`config.mk`:
```
export PLATFORM = sky130hd
export DESIGN_NAME = gain_proc
export DESIGN_NICKNAME = d
export VERILOG_FILES = /design/src/rtl/gain_proc.sv
export SDC_FILE = /design/constraint.sdc
export NUM_CORES = 1
export LEC_CHECK = 0
export CAP_MARGIN = 20
export CORE_AREA = 4 4 99 148
export DETAILED_ROUTE_END_ITERATION = 7
export DIE_AREA = 0 0 103 152
export PLACE_DENSITY = 0.76
export SYNTH_ARGS = -nofsm -noshare
export SYNTH_HDL_FRONTEND = slang
export SYNTH_SLANG_ARGS = --single-unit
```
`constraint.sdc`:
```
create_clock -name sysclk -period 6.7 [get_ports sysclk]
set_clock_uncertainty 0.05 [all_clocks]
set_input_delay 0.67 -clock sysclk [delete_from_list [all_inputs] [get_ports sysclk]]
set_output_delay 0.67 -clock sysclk [all_outputs]
set_load 0.005 [all_outputs]
```
`src/rtl/gain_proc.sv`:
```
// Offset-binary sample processor: signed fixed-point gain, saturation, DAC re-offset, clip counting.
// Optional 4-tap moving average on the converted sample when MOVAVG4_EN is defined.
module gain_proc #(
  parameter int              DW         = 10,
  parameter int              GW         = 8,
  parameter int              FRAC       = 4,
  parameter logic [GW-1:0]   GAIN_RST   = 8'h40,
  parameter logic [DW-1:0]   ADC_OFFSET = 10'h181,
  parameter logic [DW-1:0]   DAC_OFFSET = 10'h200
) (
  input  logic          sysclk,
  input  logic          reset,
  input  logic          sample_en,
  input  logic [DW-1:0] data_in,
  input  logic          gain_ld,
  input  logic [GW-1:0] gain_in,
  output logic [DW-1:0] data_out,
  output logic          data_valid,
  output logic          clip,
  output logic [15:0]   clip_count
);

  localparam int PW = DW + GW;
  localparam logic signed [PW-1:0] YMAX = {{(GW+1){1'b0}}, {(DW-1){1'b1}}};
  localparam logic signed [PW-1:0] YMIN = {{(GW+1){1'b1}}, {(DW-1){1'b0}}};

  logic [GW-1:0] pendGain_q, pendGain_d;
  logic [GW-1:0] actGain_q, actGain_d;
  logic [DW-1:0] s1X_q, s1X_d;
  logic          s1Valid_q;

  logic [DW-1:0] mulX;
  logic [GW-1:0] mulG;
  logic          mulValid;

  logic signed [PW-1:0] mulXExt, mulGExt;
  logic signed [PW-1:0] prod_q, prod_d;
  logic                 prodValid_q;

  logic signed [PW-1:0] shifted;
  logic [DW-1:0]        s3Y_q, s3Y_d;
  logic                 s3Clip_q, s3Clip_d;
  logic                 s3Valid_q;

  logic [DW-1:0] dataOut_q, dataOut_d;
  logic          clip_q, clip_d;
  logic          valid_q;
  logic [15:0]   clipCnt_q, clipCnt_d;

  // actGain_q doubles as the gain tag of the sample sitting in S1.
  always_comb begin
    pendGain_d = pendGain_q;
    actGain_d  = actGain_q;
    s1X_d      = s1X_q;
    if (gain_ld)
      pendGain_d = gain_in;
    if (sample_en) begin
      actGain_d = gain_ld ? gain_in : pendGain_q;
      s1X_d     = data_in - ADC_OFFSET;
    end
  end

  always_ff @(posedge sysclk) begin
    if (reset) begin
      pendGain_q <= GAIN_RST;
      actGain_q  <= GAIN_RST;
      s1X_q      <= '0;
      s1Valid_q  <= 1'b0;
    end else begin
      pendGain_q <= pendGain_d;
      actGain_q  <= actGain_d;
      s1X_q      <= s1X_d;
      s1Valid_q  <= sample_en;
    end
  end

`ifdef MOVAVG4_EN
  // Newest history entry is s1X_q itself; hist_q holds the three before it.
  logic [DW-1:0] hist_q [3];
  logic [DW-1:0] hist_d [3];
  logic [DW+1:0] avgSum;
  logic [DW-1:0] avgX_q, avgX_d;
  logic [GW-1:0] avgGain_q;
  logic          avgValid_q;

  always_comb begin
    avgSum = {{2{s1X_q[DW-1]}}, s1X_q}
           + {{2{hist_q[0][DW-1]}}, hist_q[0]}
           + {{2{hist_q[1][DW-1]}}, hist_q[1]}
           + {{2{hist_q[2][DW-1]}}, hist_q[2]};
    avgX_d = avgSum[DW+1:2];
    hist_d = hist_q;
    if (s1Valid_q) begin
      hist_d[0] = s1X_q;
      hist_d[1] = hist_q[0];
      hist_d[2] = hist_q[1];
    end
  end

  always_ff @(posedge sysclk) begin
    if (reset) begin
      hist_q     <= '{default: '0};
      avgX_q     <= '0;
      avgGain_q  <= GAIN_RST;
      avgValid_q <= 1'b0;
    end else begin
      hist_q     <= hist_d;
      avgX_q     <= avgX_d;
      avgGain_q  <= actGain_q;
      avgValid_q <= s1Valid_q;
    end
  end

  assign mulX     = avgX_q;
  assign mulG     = avgGain_q;
  assign mulValid = avgValid_q;
`else
  assign mulX     = s1X_q;
  assign mulG     = actGain_q;
  assign mulValid = s1Valid_q;
`endif

  // Full-width signed product always fits in DW+GW bits, so truncation is exact.
  assign mulXExt = {{GW{mulX[DW-1]}}, mulX};
  assign mulGExt = {{DW{mulG[GW-1]}}, mulG};
  assign prod_d  = mulXExt * mulGExt;
  assign shifted = prod_q >>> FRAC;

  always_comb begin
    s3Y_d    = shifted[DW-1:0];
    s3Clip_d = 1'b0;
    if (shifted > YMAX) begin
      s3Y_d    = YMAX[DW-1:0];
      s3Clip_d = 1'b1;
    end else if (shifted < YMIN) begin
      s3Y_d    = YMIN[DW-1:0];
      s3Clip_d = 1'b1;
    end
  end

  always_comb begin
    dataOut_d = dataOut_q;
    clip_d    = clip_q;
    clipCnt_d = clipCnt_q;
    if (s3Valid_q) begin
      dataOut_d = s3Y_q + DAC_OFFSET;
      clip_d    = s3Clip_q;
      if (s3Clip_q && (clipCnt_q != 16'hFFFF))
        clipCnt_d = clipCnt_q + 16'd1;
    end
  end

  always_ff @(posedge sysclk) begin
    if (reset) begin
      prod_q      <= '0;
      prodValid_q <= 1'b0;
      s3Y_q       <= '0;
      s3Clip_q    <= 1'b0;
      s3Valid_q   <= 1'b0;
      dataOut_q   <= DAC_OFFSET;
      clip_q      <= 1'b0;
      valid_q     <= 1'b0;
      clipCnt_q   <= 16'd0;
    end else begin
      prod_q      <= prod_d;
      prodValid_q <= mulValid;
      s3Y_q       <= s3Y_d;
      s3Clip_q    <= s3Clip_d;
      s3Valid_q   <= prodValid_q;
      dataOut_q   <= dataOut_d;
      clip_q      <= clip_d;
      valid_q     <= s3Valid_q;
      clipCnt_q   <= clipCnt_d;
    end
  end

  assign data_out   = dataOut_q;
  assign data_valid = valid_q;
  assign clip       = clip_q;
  assign clip_count = clipCnt_q;

endmodule

```
==> results_dict.tcl, run 1 <==
set metrics [dict create \
    status "finished, final reports clean" \
    drv_slew 0 \
    diodes 0 \
    power.density_nw_per_um2 222 \
    regToRegSetupSlack_ns 2.08 \
    synth_mux_area_share_pct 3.94 \
    slew_headroom_pct 48.1 \
    avgSynthCellArea_sq_um 9.39 \
    yosys.area_share.simple_pct 18.8 \
    cp.required_ns 6.87 \
    drive_above_1_share_pct 4.28 \
    numCtsBuffers 9 \
    synth.yosys.warnings 0 \
    max_stage_delay_ns 0.56 \
    cp-end-kind "register" \
    fp.dieW_microns 103 \
    min_period_over_period_pct 69.0 \
    pin_count 50 \
    clk_latency_ns 0.33 \
    netlist_top_cells_area "dfxtp_1 28%, fa_1 22%, ha_1 7.2%, inv_1 5.6%, and2_1 5.3%" \
    synth_nets 754 \
    ys_async_sr_fraction_pct 0 \
    p_leak_uw 0.00295 \
    firstDrtPassIters 4 \
    cts_max_path_buffers 2 \
    grt_pass1_wl_microns 21300 \
    worst_path_most_repeated_cell "fa_1" \
    drc 0 \
    tns_ns 0 \
    synth_edf_count 0 \
    antenna_found_initial 0 \
    clock-root-buffer "clkbuf_16" \
    die_h_microns 152 \
    cp_cell_sequence "and2_1 -> fa_1 -> inv_1 -> fa_1 -> fa_1 -> fa_1 -> inv_1 -> ha_1 -> a21oi_1 -> o221ai_1 -> a21oi_1 -> mux2_2" \
    period_minus_slack_ns 4.62 \
    syn_to_final_growth_pct 15.7 \
    grt_max_degree 75 \
    path_class "register to register" \
    synth_top_family_by_area "adder cells" \
    via_count 4400 \
    die_area_sq_um 15700 \
    fp.coreArea_sq_um 13400 \
    instances_no_fill 839 \
    cts_resized 0 \
    syn-cell-area_sq_um 5930 \
    min_from "prod_q[8]" \
    yosys.area.top_type "dfxtp_1" \
    port_buffers 49 \
    viasPerCell 5.24 \
    ys_types 52 \
    synth_compound_area_share_pct 8.54 \
    cp-start-kind "register" \
    grtUsageTotal_pct 17.0 \
    r2r-end "prod_q[16]" \
    cts_tree "done" \
    maxCapViolCount 0 \
    ir_worst_vdd_mv 0.122 \
    antenna_left 0 \
    place.gp.congestion 0.867 \
    max_freq_ghz 0.216 \
    yosys.area.top_type_share_pct 27.7 \
    hold_class "register to register" \
    clkSinkCount 82 \
    rr_startpoint "actGain_q[2]" \
    h-tree-depth 3 \
    rsz0062_at_grt "false" \
    worst_pin_slew_ns 0.778 \
    setup_viol 0 \
    clk_pin_slew_worst_paths_ns 0.06 \
    drt-total-wl_microns 12200 \
    grt.overflow.total 0 \
    worstHoldEndpoint "s3Y_q[4]" \
    ys.flop_type "dfxtp_1" \
    final_net_count 794 \
    finalCoreUtilization_pct 51.2 \
    wl_per_cell_microns 14.6 \
    dp.cells 822 \
    post-dp-hpwl_microns 9630 \
    slowest_stage "dfxtp_1" \
    synthXorXnorAreaFrac_pct 4.28 \
    synthTopCellsByCount "89 x inv_1, 82 x dfxtp_1, 70 x nor2_1" \
    initial_core_util_pct 44.3 \
    rows 52 \
    seq_area_frac_synth_pct 27.7 \
    synth_most_common_cell "inv_1" \
    post_cts_buffers 0 \
    fill_cells 1222 \
    synth_cells 632 \
    multi_input_area_sq_um 3860 \
    drt_iter0_drc 196 \
    holdPathStages 1 \
    grt_pass1_vias 4734 \
    ff2ff_path_depth 12 \
    cts-hold-fix-buffers 0 \
    ys_seq_elements 82 \
    arrival_ns 4.80 \
    seq_area_sq_um 1640 \
    path_max_fanout 11 \
    synthAdderAreaFrac_pct 29.4 \
    hold_viol_final 0 \
]
-- state kept, by name, summed over array words and instances, names as in the netlist --
register     count
clip_count      16
prod_q          14
data_out        10
mulX            10
s3Y_q           10
actGain_q        8
pendGain_q       8
clip             1
data_valid       1
mulValid         1
prodValid_q      1
s3Clip_q         1
s3Valid_q        1
-- metal layers --
metal,vias up,share of wire [%],GRT usage [%]
met2,75,58,32.1
li1,2113,-,-
met4,0,3.7,8.33
met5,-,0,0
met3,23,2.8,1.97
met1,2189,35,17.7
-- cell type report --
cell class                      count  area share [%]
Tap cell                          162            2.95
Multi-Input combinational cell    439            56.2
Sequential cell                    82            23.9
Timing Repair Buffer               51            7.54
Inverter                           89            4.86
Clock inverter                      5            1.15
Clock buffer                       11            3.39
-- through the flow --
step                power [uW]  hold WS (ns)  cell area [sq um]  worst slack (ns)
floorplan                  910         0.364               5930              2.32
global placement          1010         0.379               6530              2.18
detailed placement        1030         0.376               6530              2.08
CTS                       1540         0.396               6840              2.06
global route              1630         0.409               6870              1.83
finish                    1520         0.389               6870              2.08
-- cell families (layout without fill, tap and decap cells) --
| family | after synthesis | in the layout |
|---|---|---|
| xor gates and xnor gates | 29 | 29 |
| muxes | 23 | 23 |
| AOI/OAI and AO/OA | 74 | 74 |
| buffers and inverters | 111 | 156 |
| DFF | 82 | 82 |
| and+or+nand+nor | 213 | 213 |
| adders and majority gates | 100 | 100 |
-- layout by cell type (no fill, tap or decap), types with 3 or more instances in the layout --
cell	n
a211oi_1	16
a21o_1	5
a21oi_1	18
and2_1	50
and3_1	3
clkbuf_16	10
clkdlybuf4s50_1	48
dfxtp_1	82
fa_1	66
ha_1	34
inv_1	89
mux2_2	3
mux2i_1	20
nand2_1	37
nand2b_1	5
nand3_1	4
nand4_1	6
nor2_1	70
nor2b_1	11
nor3_1	8
o21a_1	9
o21ai_0	9
xnor2_1	23
xor2_1	6
-- report_power, final --
part | internal [uW] | switching, uW
logic | 185 | 238
registers | 550 | 41.0
clock network | 326 | 186
total | 1060 | 464
-- worst max path at each step --
stage                     slack, ns  depth (start not counted)          to    startpoint
final                          2.08                         12  prod_q[16]  actGain_q[2]
after floorplan                2.32                         13  prod_q[12]  actGain_q[4]
after global placement         2.18                         12  prod_q[16]  actGain_q[2]
after CTS                      2.06                         12  prod_q[16]  actGain_q[2]
after detailed placement       2.08                         12  prod_q[16]  actGain_q[2]
after global routing           1.83                         14  prod_q[12]  actGain_q[7]
-- worst max-delay path, delay by kind of cell (launching register included) --
| kind | cells | cell delay [ns] |
|---|---|---|
| simple gates | 1 | 0.31 |
| mux | 1 | 0.34 |
| compound gates | 3 | 0.54 |
| buf+inv | 2 | 0.24 |
| flops | 1 | 0.56 |
| fa+ha+maj | 5 | 2.47 |
(Power assumes the default switching activity.)
==> inputs of run 2 (changes only) <==
--- a/config.mk
+++ b/config.mk
@@ -9,7 +9,7 @@
 export CORE_AREA = 4 4 99 148
 export DETAILED_ROUTE_END_ITERATION = 7
 export DIE_AREA = 0 0 103 152
-export PLACE_DENSITY = 0.76
+export PLACE_DENSITY = 0.78
 export SYNTH_ARGS = -nofsm -noshare
 export SYNTH_HDL_FRONTEND = slang
 export SYNTH_SLANG_ARGS = --single-unit
==> constraint.sdc (replaced) <==
create_clock -name sysclk -period 3.8 [get_ports sysclk]
set_clock_uncertainty 0.05 [all_clocks]
set_input_delay 0.38 -clock sysclk [delete_from_list [all_inputs] [get_ports sysclk]]
set_output_delay 0.38 -clock sysclk [all_outputs]
set_load 0.005 [all_outputs]
==> run 2 against run 1 <==
Against the previous run: the run now ends with setup timing left; global-route usage increased by 2.3 points; final area up 13%; flip-flop and latch count unchanged; worst setup slack worse by 2.5 ns; clock-buffer cell count down 1; register-to-register slack lost 2.5 ns; total power grew 97%; critical path depth rose by 1; critical path type unchanged; critical endpoint unchanged.
==> results_dict.tcl, run 2 (same netlist as run 1, synthesis figures left out) <==
set metrics [dict create \
    grt.overflow.total 0 \
    drc 0 \
    min_period_over_period_pct 110 \
    final_net_count 865 \
    ir_worst_vdd_mv 0.210 \
    cp-end-kind "register" \
    grtUsageTotal_pct 19.3 \
    die_h_microns 152 \
    clkSinkCount 82 \
    grt_max_degree 51 \
    rsz0062_at_grt "true" \
    path_class "register to register" \
    clk_latency_ns 0.34 \
    fin_area_sq_um 7780 \
    h-tree-depth 3 \
    clock-root-buffer "clkbuf_16" \
    cts-hold-fix-buffers 0 \
    drv_slew 0 \
    place_area_sq_um 7130 \
    violations "setup timing" \
    fill_cells 1129 \
    drt-total-wl_microns 14200 \
    syn_to_final_growth_pct 31.1 \
    post-dp-hpwl_microns 10700 \
    fp.dieW_microns 103 \
    drive_above_1_share_pct 24.5 \
    cts_max_path_buffers 2 \
    die_area_sq_um 15700 \
    antenna_left 0 \
    hold_viol_final 0 \
    finalPower_uw 3000 \
    firstDrtPassIters 4 \
    diodes 0 \
    port_buffers 49 \
    max_freq_ghz 0.239 \
    setup_viol 8 \
    p_leak_uw 0.00333 \
    viasPerCell 5.23 \
    rows 52 \
    final_cell_mix "77 x inv_1, 68 x nor2_1, 68 x buf_4" \
    status "finished, violations left" \
    hold_class "register to register" \
    grt_pass1_vias 5256 \
    setup_slack_ns -0.387 \
    slew_headroom_pct 54.3 \
    via_count 4753 \
    mostFrequentLayoutCell "inv_1" \
    cp-start-kind "register" \
    path_max_fanout 6 \
    initial_core_util_pct 44.3 \
    cts_tree "done" \
    fp.coreArea_sq_um 13400 \
    largest_register_ffs 16 \
    period_minus_slack_ns 4.19 \
    numCtsBuffers 9 \
    drt_iter0_drc 147 \
    cp.required_ns 3.98 \
    worst_pin_slew_ns 0.684 \
    grt_pass1_wl_microns 24100 \
    place.gp.congestion 0.820 \
    maxCapViolCount 0 \
    antenna_found_initial 0 \
    power.density_nw_per_um2 386 \
    wl_per_cell_microns 15.7 \
    pin_count 50 \
    clk_pin_slew_worst_paths_ns 0.06 \
    arrival_ns 4.37 \
]
==> run 2: final cells by class <==
| type | count | area (sq um) | area share [%] |
|---|---|---|---|
| Timing Repair Buffer | 122 | 1070 | 13.7 |
| Sequential cell | 82 | 1680 | 21.7 |
| Multi-Input combinational cell | 439 | 4190 | 53.9 |
| Clock inverter | 5 | 55.1 | 0.708 |
| Tap cell | 162 | 203 | 2.61 |
| Clock buffer | 10 | 239 | 3.07 |
| Inverter | 89 | 334 | 4.30 |
==> run 2: path summary, 6_finish.rpt <==
check	startpoint	endpoint	slack, ns	cells past startpoint
max	actGain_q[4]	prod_q[16]	-0.39	13
min	prodValid_q	s3Valid_q	0.38	1
max reg2reg	actGain_q[4]	prod_q[16]	-0.39	13
min reg2reg	prodValid_q	s3Valid_q	0.38	1
==> run 2: layer usage <==
| layer | GRT usage [%] | routed length, microns | vias up | share of wire [%] |
|---|---|---|---|---|
| li1 | - | - | 2248 | - |
| met1 | 19.5 | 4850 | 2351 | 34 |
| met2 | 36.6 | 8320 | 103 | 58 |
| met3 | 2.94 | 389 | 51 | 2.7 |
| met4 | 9.69 | 675 | 0 | 4.7 |
| met5 | 0 | 0 | - | 0 |
==> run 2: critical path, stage by stage (launching register included) <==
cell	delay [ns]
dfxtp_4	0.38
buf_6	0.14
and2_4	0.13
fa_1	0.49
inv_2	0.04
fa_1	0.48
fa_1	0.49
fa_1	0.50
inv_2	0.05
ha_4	0.23
and4_1	0.20
a221o_1	0.38
a21oi_2	0.18
mux2_4	0.32
==> run 2: what timing repair did <==
action	4_1_cts	5_1_grt
setup endpoints to repair	10	10
buffers inserted	12	2
pin swaps	37	10
gates resized for setup	49	21
==> run 2: through the flow <==
stage	util, %	hold slack (ns)	setup slack [ns]	setup TNS [ns]	std cells
2_1_floorplan	-	0.364	-0.223	-0.932	632
3_3_place_gp	53.2	0.377	-0.446	-2.82	880
3_5_place_dp	53.2	0.377	-0.512	-3.33	880
4_1_cts	57.2	0.387	-0.355	-2.18	907
5_1_grt	58.0	0.404	-0.519	-3.68	909
6_report	58.0	0.379	-0.387	-2.28	909
==> run 2: report_power, final <==
part	total [uW]	switching [uW]	leakage [uW]	internal (uW)
Sequential	1040	68.4	0.000680	970
Clock	860	339	0.000140	520
Combinational	1100	554	0.00251	546
